==> src/rtl/i2s_tx_serializer.sv <==
// I2S transmit serializer: derives SCLK/LRCLK from MCLK and shifts each
// captured stereo sample out MSB-first, one SCLK after the LRCLK edge,
// zero-padded to the end of its slot.
module i2s_tx_serializer #(
    parameter int DATA_WIDTH = 24,
    parameter int SLOT_BITS  = 32,
    parameter int SCLK_DIV   = 4
) (
    input  logic                  MCLK,
    input  logic                  RESET_N,
    input  logic                  ENABLE,
    input  logic [DATA_WIDTH-1:0] LEFT_TX,
    input  logic [DATA_WIDTH-1:0] RIGHT_TX,
    output logic                  SCLK,
    output logic                  LRCLK,
    output logic                  SDATA,
    output logic                  FRAME_LOAD,
    output logic                  BUSY
);

    localparam int FRAME_BITS = 2 * SLOT_BITS;
    localparam int DW         = $clog2(SCLK_DIV);
    localparam int BW         = $clog2(FRAME_BITS);

    typedef enum logic [1:0] {IDLE, RUN, DRAIN} state_t;

    state_t                state_q, state_d;
    logic [DW-1:0]         div_q, div_d;
    logic [BW-1:0]         bit_q, bit_d;
    logic [DATA_WIDTH-1:0] left_q, left_d, right_q, right_d;
    logic                  sclk_q, sclk_d, lrclk_q, lrclk_d, sdata_q, sdata_d;
    logic                  load_q, load_d, busy_q, busy_d;

    logic                  fall, wrap, nxt_lr, sd_nxt;
    logic [BW-1:0]         nxt_bit, nxt_slot;
    logic [DATA_WIDTH-1:0] word_sel;

    // A falling SCLK edge happens when the divider wraps; a frame wraps on the
    // falling edge that leaves the last bit of the right slot.
    assign fall     = (div_q == DW'(SCLK_DIV - 1));
    assign wrap     = fall && (bit_q == BW'(FRAME_BITS - 1));
    assign nxt_bit  = (bit_q == BW'(FRAME_BITS - 1)) ? '0 : bit_q + BW'(1);
    assign nxt_lr   = (nxt_bit >= BW'(SLOT_BITS));
    assign nxt_slot = nxt_lr ? nxt_bit - BW'(SLOT_BITS) : nxt_bit;

    // Data bit for the upcoming slot position: slot bit b carries hold[DATA_WIDTH-b].
    always_comb begin
        sd_nxt   = 1'b0;
        word_sel = nxt_lr ? right_q : left_q;
        for (int i = 0; i < DATA_WIDTH; i++) begin
            if (int'(nxt_slot) == DATA_WIDTH - i) sd_nxt = word_sel[i];
        end
    end

    // Next-state, counters, hold capture and registered output values.
    always_comb begin
        state_d = state_q;
        div_d   = div_q;
        bit_d   = bit_q;
        left_d  = left_q;
        right_d = right_q;
        sclk_d  = sclk_q;
        lrclk_d = lrclk_q;
        sdata_d = sdata_q;
        load_d  = 1'b0;
        case (state_q)
            IDLE: begin
                div_d   = '0;
                bit_d   = '0;
                sclk_d  = 1'b0;
                lrclk_d = 1'b0;
                sdata_d = 1'b0;
                if (ENABLE) begin
                    state_d = RUN;
                    left_d  = LEFT_TX;
                    right_d = RIGHT_TX;
                    load_d  = 1'b1;
                end
            end
            default: begin
                div_d = fall ? '0 : div_q + DW'(1);
                if (fall)                         sclk_d = 1'b0;
                else if (div_d == DW'(SCLK_DIV / 2)) sclk_d = 1'b1;
                if (state_q == RUN && !ENABLE)  state_d = DRAIN;
                if (state_q == DRAIN && ENABLE) state_d = RUN;
                if (fall) begin
                    bit_d   = nxt_bit;
                    lrclk_d = nxt_lr;
                    sdata_d = sd_nxt;
                end
                if (wrap) begin
                    // Enable seen on a draining wrap keeps the stream going.
                    if (state_q == RUN || ENABLE) begin
                        left_d  = LEFT_TX;
                        right_d = RIGHT_TX;
                        load_d  = 1'b1;
                    end else begin
                        state_d = IDLE;
                        div_d   = '0;
                        bit_d   = '0;
                        sclk_d  = 1'b0;
                        lrclk_d = 1'b0;
                        sdata_d = 1'b0;
                    end
                end
            end
        endcase
        busy_d = (state_d != IDLE);
    end

    // State and datapath registers with synchronous active-low reset.
    always_ff @(posedge MCLK) begin
        if (!RESET_N) begin
            state_q <= IDLE;
            div_q   <= '0;
            bit_q   <= '0;
            left_q  <= '0;
            right_q <= '0;
            sclk_q  <= 1'b0;
            lrclk_q <= 1'b0;
            sdata_q <= 1'b0;
            load_q  <= 1'b0;
            busy_q  <= 1'b0;
        end else begin
            state_q <= state_d;
            div_q   <= div_d;
            bit_q   <= bit_d;
            left_q  <= left_d;
            right_q <= right_d;
            sclk_q  <= sclk_d;
            lrclk_q <= lrclk_d;
            sdata_q <= sdata_d;
            load_q  <= load_d;
            busy_q  <= busy_d;
        end
    end

    assign SCLK       = sclk_q;
    assign LRCLK      = lrclk_q;
    assign SDATA      = sdata_q;
    assign FRAME_LOAD = load_q;
    assign BUSY       = busy_q;

endmodule

==> config.mk <==
export PLATFORM = sky130hd
export DESIGN_NAME = i2s_tx_serializer
export DESIGN_NICKNAME = d
export VERILOG_FILES = /design/src/rtl/i2s_tx_serializer.sv
export SDC_FILE = /design/constraint.sdc
export NUM_CORES = 1
export LEC_CHECK = 0
export CORE_ASPECT_RATIO = 0.75
export CORE_MARGIN = 2
export CORE_UTILIZATION = 30
export DETAILED_ROUTE_END_ITERATION = 8
export SLEW_MARGIN = 20
export SYNTH_ARGS = -nofsm -noshare
export SYNTH_HDL_FRONTEND = slang
export SYNTH_SLANG_ARGS = --single-unit
==> constraint.sdc <==
create_clock -name MCLK -period 4.8 [get_ports MCLK]
set_input_delay 1.2 -clock MCLK [delete_from_list [all_inputs] [get_ports MCLK]]
set_output_delay 1.2 -clock MCLK [all_outputs]
set_load 0.005 [all_outputs]
==> metrics.txt <==
Core ar. 10980 um2; Top delay family on crit path compound AO/OA/AOI/OAI gates; syn nets about 480; largest family of logic cells by synthesized area compound AO/OA/AOI/OAI gates; post-place setup slack roughly 1.4 ns; XOR/XNOR share of the synthesized area less than 1%; drt initial violations between 200 and 250; I/O Pins 56; layout cell share with drive strength beyond 1 7.447%; global-route wire length before repair 14610 um; Worst R2R End SDATA; die area around 12000 um2; worst r2r src bit_q[0]; Vias 3062; type of element launching the critical path flip-flop; DRC 0; YS warnings 0; Worst Hold Class flip-flop to flip-flop; Stages on worst setup path 9; dominant synthesized flop cell dfxtp_1; CP cell instances ha_1, inv_1, a21oi_1, o21ai_0, and4_1, a2111oi_1, a221oi_1, o211ai_1, o2bb2ai_1; Peak VDD IR 0.0001665 V; Leak Pwr between 1.5 and 2 nW; core occupancy in the finished layout approximately two fifths; Worst path slowest cell ha_1; Worst Reg-to-Reg Cells 9; H-tree levels 3; final hold violation count 0; post-synthesis sequential area ratio a little under two fifths; Synth async-reset ratio 0%; CTS resizes 0; hold-fix buffers at CTS 0; Clock Skews between 0.007 and 0.008 ns; worst-path fanout max 19; PortBufs 55; CP Launch Point bit_q[0]; Hold Slack about 0.45 ns; FF-to-FF setup slack 1.70 ns; total CTS buffers 9; PwrDens ~310 nW/um2; Max-Cap Viols 0; post-DP HPWL 6113 um; FMAX approximately 320 MHz; post-synthesis mux area share under 10%; final setup vio count 0; Worst Path Required just over 5 ns; Mean Syn Cell Area just under 8 um2; CTS tree built; Die Y 96.19 um; gpl congestion around 0.86; clock slew at reported path FFs 0.05 ns; Post-synth top cells 123 x nand2_1, 63 x dfxtp_1, 49 x a21boi_0; Starting Density 30.95%; n_diodes 0; flops & latches, synth 63; clk buf depth 2; Final Max Tran Viols 0; Slew Limit Headroom 43.44%; Detailed Routing Iterations Pass 1 4; RSZ-0062 raised after global routing no; Synth Area in Simple Gates approximately 25%; Site Rows 33; netlist area before placement approximately 3400 um2; Post-Route WL around 8700 um; worst slew pin tran between 0.8 and 0.9 ns; post-synth top area share 37.10%; Synth Area in Adders approximately 1.8%; Setup crit end SDATA; nature of the critical path endpoint flip-flop; cells after synthesis roughly 430; Synth cell types 64; post-route antenna net violation count 0; Crit Path Class flip-flop to flip-flop; CTS sink cnt 63; via-per-instance ratio 5.020; postcts setup bufs 0; area grow syn2layout 26.68%; number of global-route vias before repair 3005; global route total overflow 0; top post-synthesis cells by area dfxtp_1 37%, nand2_1 14%, a21boi_0 11%; DR WL/cell ~14 um; Worst path max stage delay 0.69 ns; Root Buffer clkbuf_16; largest net degree at the start of global routing between 50 and 60; Final TNS setup 0 ns; min cycle time layout approximately 3.1 ns; setup ws final ~1.7 ns; GR Util All Layers ~15%; Synth Area in Compound Gates 25.98%; outcome finished clean; Die X 126.9 um; arrival time worst endpoint around 3.4 ns; EDFF count, synth 0; initial antenna violation count 0; most frequent cell after synthesis nand2_1; final period utilization between 60% and 70%; area leader, netlist dfxtp_1; Layout Nets between 500 and 600; clk_lat worst skew ~0.33 ns; Buffers & Inverters on Critical Path 1
## power by group
group / internal [mW] / switching (mW)
sequential: 0.550 / 0.0142
combinational: 0.0662 / 0.0516
clock: 0.432 / 0.229
total: 1.05 / 0.295
## cell type report
type / count / area [um2]
Fill cell: 1162 / 6676
Multi-Input combinational cell: 327 / 1966
Sequential cell: 63 / 1261
Timing Repair Buffer: 58 / 573.1
Clock buffer: 12 / 256.5
Tap cell: 140 / 175.2
Clock inverter: 4 / 52.55
Inverter: 6 / 22.52
## per-layer routing
metal	vias to the layer above	global-route usage (%)	wire, um	share of wire [%]
li1	1570	-	-	-
met1	1415	21.08	4336	50
met2	73	22.80	3776	44
met3	4	5.114	491	5.7
met4	0	2.930	53	0.61
met5	-	0	0	0
## cell usage in the layout (no fill, tap or decap), drive strengths merged, types with 4 or more instances in the layout
cell           count
and2               4
ha                 5
mux2               7
a211oi             4
a31oi              5
a21boi            49
o21a               4
clkbuf            12
nand3             12
nand2            124
clkdlybuf4s50     55
nor3               4
inv                7
nor2              19
mux2i              7
dfxtp             63
o21ai              9
a21oi             17
## logic make-up after synthesis
group	Yosys count
simple gates	187
compound gates	118
xor+xnor	3
mux	14
fa+ha+maj	5
flops	63
buf+inv	38
## flip-flops by register name (all words and copies together), names as in the netlist, named ones only
name / flops
state_q: 2
BUSY: 1
right_q: 24
LRCLK: 1
left_q: 24
bit_q: 6
div_q: 2
FRAME_LOAD: 1
SDATA: 1
## worst min path at each step
stage / depth (start not counted) / startpoint / endpoint
global placement: 1 / div_q[1] / flip-flop
floorplan: 1 / div_q[1] / flip-flop
finish: 1 / div_q[1] / flip-flop
detailed placement: 1 / div_q[1] / flip-flop
global route: 1 / LRCLK / LRCLK
CTS: 1 / div_q[1] / flip-flop
## metrics by stage
step | std cells | total power [mW] | cell area (um2)
after CTS | 610 | 1.357 | 4307
after global placement | 594 | 0.6922 | 3998
final | 610 | 1.342 | 4307
after floorplan | 428 | 0.6300 | 3400
after global routing | 610 | 1.405 | 4307
after detailed placement | 594 | 0.6949 | 3998
Power figures use the tool's default switching activity.
